`config.mk`:
```
export PLATFORM = sky130hd
export DESIGN_NAME = div_err_stats
export DESIGN_NICKNAME = d
export VERILOG_FILES = /design/src/rtl/div_err_stats.sv
export SDC_FILE = /design/constraint.sdc
export NUM_CORES = 1
export LEC_CHECK = 0
export ABC_AREA = 1
export BUFFER_PORTS_ARGS = -buffer_cell sky130_fd_sc_hd__buf_2
export CAP_MARGIN = 20
export CELL_PAD_IN_SITES_DETAIL_PLACEMENT = 0
export CELL_PAD_IN_SITES_GLOBAL_PLACEMENT = 2
export CORE_MARGIN = 2
export CORE_UTILIZATION = 31
export CTS_CLUSTER_SIZE = 8
export DETAILED_ROUTE_END_ITERATION = 8
export PLACE_DENSITY = 0.87
export SETUP_SLACK_MARGIN = 0.15
export SKIP_LAST_GASP = 1
export SLEW_MARGIN = 20
export SYNTH_ARGS = -nofsm -noshare
export SYNTH_HDL_FRONTEND = slang
export SYNTH_SLANG_ARGS = --single-unit
```
`constraint.sdc`:
```
create_clock -name clk -period 2.6 [get_ports clk]
set_clock_uncertainty 0.2 [all_clocks]
set_input_delay 0.52 -clock clk [delete_from_list [all_inputs] [get_ports clk]]
set_output_delay 0.52 -clock clk [all_outputs]
set_load 0.01 [all_outputs]
```
`src/rtl/div_err_stats.sv`:
```
// div_err_stats: windowed accuracy statistics for the compensated divider.
// Accumulates |acc-app|, mismatch count and worst error word over
// 2^WIN_LOG2 accepted samples, then offers the result as a held report.
`timescale 1ns/1ps

module div_err_stats #(
  parameter int WIN_LOG2 = 7,
  parameter int QW       = 8,
  parameter int EW       = 16
) (
  input  logic                   clk,
  input  logic                   rst,
  input  logic                   clr,
  input  logic                   in_valid,
  output logic                   in_ready,
  input  logic [QW-1:0]          app,
  input  logic [QW-1:0]          acc,
  input  logic [EW-1:0]          err,
  output logic                   rpt_valid,
  input  logic                   rpt_ready,
  output logic [QW+WIN_LOG2-1:0] sum_diff,
  output logic [QW-1:0]          mean_diff,
  output logic [QW-1:0]          max_diff,
  output logic [WIN_LOG2:0]      mism_cnt,
  output logic [EW-1:0]          max_err
);

  typedef enum logic {ACCUM, REPORT} state_t;

  state_t                 state_q, state_d;
  logic [WIN_LOG2-1:0]    cnt_q, cnt_d;
  logic [QW+WIN_LOG2-1:0] sum_q, sum_d;
  logic [QW-1:0]          maxd_q, maxd_d;
  logic [WIN_LOG2:0]      mism_q, mism_d;
  logic [EW-1:0]          maxe_q, maxe_d;

  logic                   accept;
  logic                   last;
  logic                   rpt_done;
  logic [QW:0]            pos_wide;
  logic [QW:0]            neg_wide;
  logic [QW-1:0]          diff;

  // Handshake qualifiers; in ACCUM in_ready is high outside reset.
  assign accept   = in_valid & (state_q == ACCUM);
  assign last     = accept & (cnt_q == {WIN_LOG2{1'b1}});
  assign rpt_done = (state_q == REPORT) & rpt_ready;

  // Absolute difference: both subtraction directions, pick the non-negative one.
  assign pos_wide = {1'b0, acc} - {1'b0, app};
  assign neg_wide = {1'b0, app} - {1'b0, acc};
  assign diff     = pos_wide[QW] ? neg_wide[QW-1:0] : pos_wide[QW-1:0];

  // State register.
  always_ff @(posedge clk or posedge rst) begin
    if (rst) state_q <= ACCUM;
    else     state_q <= state_d;
  end

  // Next-state: clr wins, the final accept enters REPORT, a handshake leaves it.
  always_comb begin
    state_d = state_q;
    if (clr)           state_d = ACCUM;
    else if (last)     state_d = REPORT;
    else if (rpt_done) state_d = ACCUM;
  end

  // FSM outputs; in_ready is forced low while reset is held.
  always_comb begin
    in_ready  = (state_q == ACCUM) & ~rst;
    rpt_valid = (state_q == REPORT);
  end

  // Accumulator update; clearing on clr or on the report handshake.
  always_comb begin
    cnt_d  = cnt_q;
    sum_d  = sum_q;
    maxd_d = maxd_q;
    mism_d = mism_q;
    maxe_d = maxe_q;
    if (clr || rpt_done) begin
      cnt_d  = '0;
      sum_d  = '0;
      maxd_d = '0;
      mism_d = '0;
      maxe_d = '0;
    end else if (accept) begin
      cnt_d  = cnt_q + WIN_LOG2'(1);
      sum_d  = sum_q + {{WIN_LOG2{1'b0}}, diff};
      maxd_d = (diff > maxd_q) ? diff : maxd_q;
      mism_d = mism_q + {{WIN_LOG2{1'b0}}, (acc != app)};
      maxe_d = (err > maxe_q) ? err : maxe_q;
    end
  end

  // Statistics and sample counter registers.
  always_ff @(posedge clk or posedge rst) begin
    if (rst) begin
      cnt_q  <= '0;
      sum_q  <= '0;
      maxd_q <= '0;
      mism_q <= '0;
      maxe_q <= '0;
    end else begin
      cnt_q  <= cnt_d;
      sum_q  <= sum_d;
      maxd_q <= maxd_d;
      mism_q <= mism_d;
      maxe_q <= maxe_d;
    end
  end

  assign sum_diff  = sum_q;
  assign mean_diff = sum_q[QW+WIN_LOG2-1:WIN_LOG2];
  assign max_diff  = maxd_q;
  assign mism_cnt  = mism_q;
  assign max_err   = maxe_q;

endmodule

```
After elaboration in Yosys (flattened, before gate mapping)
Cells that the tools add are included.

cells by class
  add/sub/neg operators = 5
  magnitude comparators = 2
  equality and inequality tests = 2
  mux-type cells = 16
  bitwise gates (word level) = 6
  reductions and logical operators = 7

operator list
  operator                                                        number
  16-bit two-way mux                                              3
  8-bit two-way mux                                               6
  15-bit two-way mux                                              2
  16-bit greater-than comparator                                  1
  15-bit by 8-bit adder with 15-bit output                        1
  7-bit two-way mux                                               2
  8-bit by 8-bit subtractor with 9-bit output                     1
  8-bit by 1-bit adder with 8-bit output                          1
  8-bit greater-than comparator                                   1
  8-bit inequality test                                           1
  8-bit subtractor                                                1
  7-bit by 1-bit adder with 7-bit output (second input constant)  1
  7-bit equality test (second input constant)                     1
  2-bit nonzero test                                              3
  1-bit AND                                                       4
  2-bit AND reduction                                             2
  1-bit two-way mux                                               3
  3-bit nonzero test                                              1
  1-bit inverter                                                  2
  1-bit logical OR                                                1

storage, ports and cells
  flip-flop bits (word level) = 55
  input bits = 37
  output and inout bits = 57
  word-level logic and storage cells = 44

Logic depth before layout (Yosys ltp)
  word-level depth = 6
  depth in mapped cells = 25
  depth with buffers taken out = 25

Least setup slack after synthesis
Ideal clock, no wire load.

  path kind = input -> register
  from = in acc[0]
  to = reg sum_q[9] (netlist: sum_diff[9])
  library setup time = 0.119 ns
  arrival time = 2.864 ns
  data required time = 2.281 ns
  path slack = -0.583 ns
  stages = 20
  path buffers = 0
  cell sequence = inv_1 -> ha_1 -> inv_1 -> fa_1 -> inv_1 -> nor2_4 -> nor2_4 -> inv_2 -> nand2_2 -> nand2_4 -> inv_6 -> nand2_1 -> and2_1 -> ha_1 -> a21oi_1 -> nor2_1 -> a21oi_1 -> nand3_1 -> a21oi_1 -> nor2_1

on the way
  word-level cells in the longest chain between the ends = 5
  elaborated cells on any way between the ends = 6
  classes of those cells = 3 x add/sub; 3 x mux

ends and longest elaborated chain
  what                                                                             line    text
  from (decl)                                                                      17      input logic [QW-1:0] acc,
  8-bit by 8-bit subtractor with 9-bit output or 8-bit subtractor (tied branches)  50, 51
  8-bit two-way mux *                                                              52      assign diff = pos_wide[QW] ? neg_wide[QW-1:0] : pos_wide[QW-1:0];
  15-bit by 8-bit adder with 15-bit output *                                       89      sum_d = sum_q + {{WIN_LOG2{1'b0}}, diff};
  15-bit two-way mux *                                                             87      end else if (accept) begin
  15-bit two-way mux *                                                             81      if (clr || rpt_done) begin
  to (signal assigned)                                                             106     sum_q <= sum_d;
  to (decl)                                                                        32      logic [QW+WIN_LOG2-1:0] sum_q, sum_d;

Every way passes the cells marked *; elsewhere a longest branch is shown, timed or not. The select of a mux whose other input is x is not followed.
A chain may end at the register's enable or synchronous reset.

Final worst setup path
  from = in acc[0]
  to = reg sum_q[7] (netlist: sum_diff[7])

Same word-level chain as after synthesis.

==> results.sh <==
export IMPL_pwr_density_cell_nw_per_um2=586.2
export IMPL_start_kind="input pin"
export IMPL_ant_nets=0
export IMPL_rsz0062_at_grt="true"
export IMPL_yosys_area_share_adder=0.1562
export IMPL_drc=0
export IMPL_die_w_um=124.1
export IMPL_core_area_um2=13990
export IMPL_syn_to_final_growth_pct=42.99
export IMPL_max_cap_violations=0
export IMPL_cp_end_kind="register"
export IMPL_setup_slack_ps=-353.1
export IMPL_crit_family="simple AND/OR/NAND/NOR gates"
export IMPL_async_reset_ff_frac=1.000
export IMPL_clk_path_buf_depth=2
export IMPL_gr_total_overflow=0
export IMPL_final_max_slew_viol_count=0
export IMPL_drt_iter0_drc=185
export IMPL_grt_antenna_before_repair=0
export IMPL_pre_cts_ws_ps=-836.9
export IMPL_synth_mux_area_frac=0
export IMPL_synth_top_family_by_area="simple AND/OR/NAND/NOR gates"
export IMPL_post_route_cell_area_um2=6392
export IMPL_final_net_count=839
export IMPL_die_area_um2=15400
export IMPL_dpl_cell_area_um2=5599
export IMPL_wire_per_inst_um=13.21
export IMPL_dr_pass1_iters=4
export IMPL_dp_hpwl_um=9221
export IMPL_syn_num_nets=696
export IMPL_vias_per_cell=4.649
export IMPL_max_freq_mhz=338.6
export IMPL_avgSynthCellArea_um2=7.389
export IMPL_fin_cells=929
export IMPL_hold_viol=0
export IMPL_clock_latency_ps=300
export IMPL_yosys_register_bits=55
export IMPL_finalSetupViolations=21
export IMPL_cp_num_buf_inv=7
export IMPL_slew_headroom=0.6094
export IMPL_synth_edff_count=0
export IMPL_fp_dieH_um=124.1
export IMPL_cts_root_buf="clkbuf_16"
export IMPL_vias=4319
export IMPL_cts_buffers=5
export IMPL_fp_row_count=43
export IMPL_min_period_over_period=1.136
export IMPL_violations="negative setup slack"
export IMPL_synth_simple_gate_area_frac=0.3227
export IMPL_synth_seq_area_share=0.3079
export IMPL_ir_drop_mv=0.3063
export IMPL_clock_sinks=55
export IMPL_cts_clk_slew_worst_paths_ps=80
export IMPL_drt_wl_total_um=12280
export IMPL_synthFlopType="dfrtp_1"
export IMPL_dpl_cell_count=899
export IMPL_path_class="in -> reg"
export IMPL_gr_usage_all_layers=0.1613
export IMPL_ioPinCount=94
export IMPL_cp_slowest_cell="fa_2"
export IMPL_yosys_warnings=0
export IMPL_h_tree_depth=2
export IMPL_crit_chain="buf_12 -> inv_12 -> ha_4 -> inv_2 -> fa_2 -> inv_2 -> nor2_4 -> nor2_4 -> inv_2 -> nand2_2 -> nand2_4 -> clkinv_8 -> nand2_4 -> and2_4 -> ha_4 -> nand2_2 -> buf_4 -> nor2_1 -> nand2_1 -> o211ai_1 -> nand2_1 -> nand2_1 -> o21ai_0"
export IMPL_synthCells=605
export IMPL_netlist_area_um2=4471
export IMPL_period_minus_slack_ps=2953
export IMPL_status="finished, violations left"
export IMPL_cts_tree="built"
export IMPL_gp_congestion=0.8106
export IMPL_drive_above_1_share=0.4219
export IMPL_min_path_type="in -> async"
export IMPL_grt_max_degree=39
export IMPL_synth_compound_area_frac=0.09236
export IMPL_worstMarginPinSlew_ps=585.0
export IMPL_cp_arrival_ps=2940
export IMPL_synth_distinct_cells=40
export IMPL_p_leak_nw=3.257
export IMPL_grt_pass1_vias=4173
export IMPL_num_antenna_cells=0
export IMPL_numPortBuffers=93
export IMPL_crit_fanout=8
export IMPL_start_util=0.3196
export IMPL_required_ps=2590
export IMPL_grt_pass1_wl_um=19750
export IMPL_cpPeakStageDelay_ps=330
export IMPL_cts_hold_buf=0
export IMPL_synth_xor_area_share=0.007837
[per-stage QoR]
stage | TNS (ps) | total power, mW | hold slack (ps) | util
final | -6079 | 3.747 | 81.79 | 0.4570
after CTS | -5663 | 3.549 | 95.32 | 0.4333
after detailed placement | -16440 | 2.586 | 275.7 | 0.4003
after global placement | -15120 | 2.560 | 273.1 | 0.4003
after floorplan | -6212 | 2.081 | 255.0 | -
after global routing | -9112 | 4.039 | 123.0 | 0.4570
[cell type report]
| cell class | count | area [µm²] |
|---|---|---|
| Timing Repair Buffer | 155 | 984.7 |
| Fill cell | 1387 | 7596 |
| Clock buffer | 6 | 128.9 |
| Tap cell | 180 | 225.2 |
| Multi-Input combinational cell | 436 | 3271 |
| Inverter | 95 | 389.1 |
| Clock inverter | 2 | 17.52 |
| Sequential cell | 55 | 1376 |
[placed cells by master, fill, tap and decap left out, drive strengths merged]
cell,n
a211oi,1
a21boi,1
a21o,3
a21oi,35
a22o,4
a32o,3
and2,3
buf,155
clkbuf,6
clkinv,3
dfrtp,55
fa,3
ha,51
inv,94
nand2,173
nand3,49
nand4,20
nor2,54
nor3,5
nor4,1
o211ai,1
o21a,2
o21ai,19
o21bai,1
o22ai,1
or2,2
xnor2,2
xor2,2
[flip-flops by register name, indices dropped and copies added, names as in the netlist]
name	flops
sum_diff	15
cnt_q	7
max_err	16
max_diff	8
rpt_valid	1
mism_cnt	8
[routing by layer]
| layer | vias to the layer above | part of all wire | track usage | wire (µm) |
|---|---|---|---|---|
| met1 | 2001 | 0.48 | 0.2170 | 5834 |
| met2 | 78 | 0.48 | 0.2715 | 5839 |
| met4 | 0 | 0.015 | 0.04003 | 187 |
| li1 | 2227 | - | - | - |
| met5 | - | 0 | 0 | 0 |
| met3 | 13 | 0.034 | 0.02381 | 415 |
[synthesized netlist by cell type, types with 2 or more instances]
cell type,n,area [µm²]
nand2_1,156,585.6
inv_1,90,337.8
dfrtp_1,55,1376
ha_1,51,638.1
nor2_1,44,165.2
nand3_1,39,195.2
a21oi_1,34,170.2
nand4_1,20,125.1
nand2_2,14,87.58
o21ai_0,12,60.06
nand3_2,10,100.1
buf_4,9,67.56
o21ai_1,7,35.03
buf_2,6,30.03
nor2_2,6,37.54
a22o_1,4,35.03
inv_2,4,15.01
nor2_4,4,45.04
nor3_1,4,20.02
a21o_1,3,22.52
a32o_1,3,30.03
and2_1,3,18.77
fa_1,3,60.06
nand2_4,3,33.78
buf_6,2,22.52
o21a_1,2,15.01
or2_2,2,12.51
xnor2_1,2,17.52
xor2_1,2,17.52
[logic make-up after synthesis]
group	count (synthesis)
AO/OA/AOI/OAI	71
flip-flops	55
XOR/XNOR	4
buffers and inverters	114
AND/OR/NAND/NOR	307
adder cells (fa/ha/maj)	54
[worst paths after layout]
kind,startpoint,endpoint,cells past startpoint,slack [ps]
max in group asynchronous,rst,sum_diff[4],3,1520
hold reg to reg,cnt_q[3],cnt_q[3],1,300
hold / removal,rst,cnt_q[6],2,80
setup / recovery,acc[0],sum_diff[7],23,-350
setup reg to reg,max_err[7],max_err[11],10,410
min in group clk,clr,rpt_valid,2,250
[power by group]
| group | switching (mW) | leakage [nW] | total [mW] | internal, mW |
|---|---|---|---|---|
| combinational | 1.05 | 2.44 | 2.01 | 0.956 |
| clock | 0.333 | 0.0710 | 0.695 | 0.362 |
| sequential | 0.108 | 0.747 | 1.05 | 0.938 |
[what timing repair did]
action / CTS / global route
gates resized for setup: 47 / 62
pin swaps: 44 / 31
endpoints found under the setup margin: 23 / 26
setup buffers: 15 / 7
(Power assumes the default switching activity.)
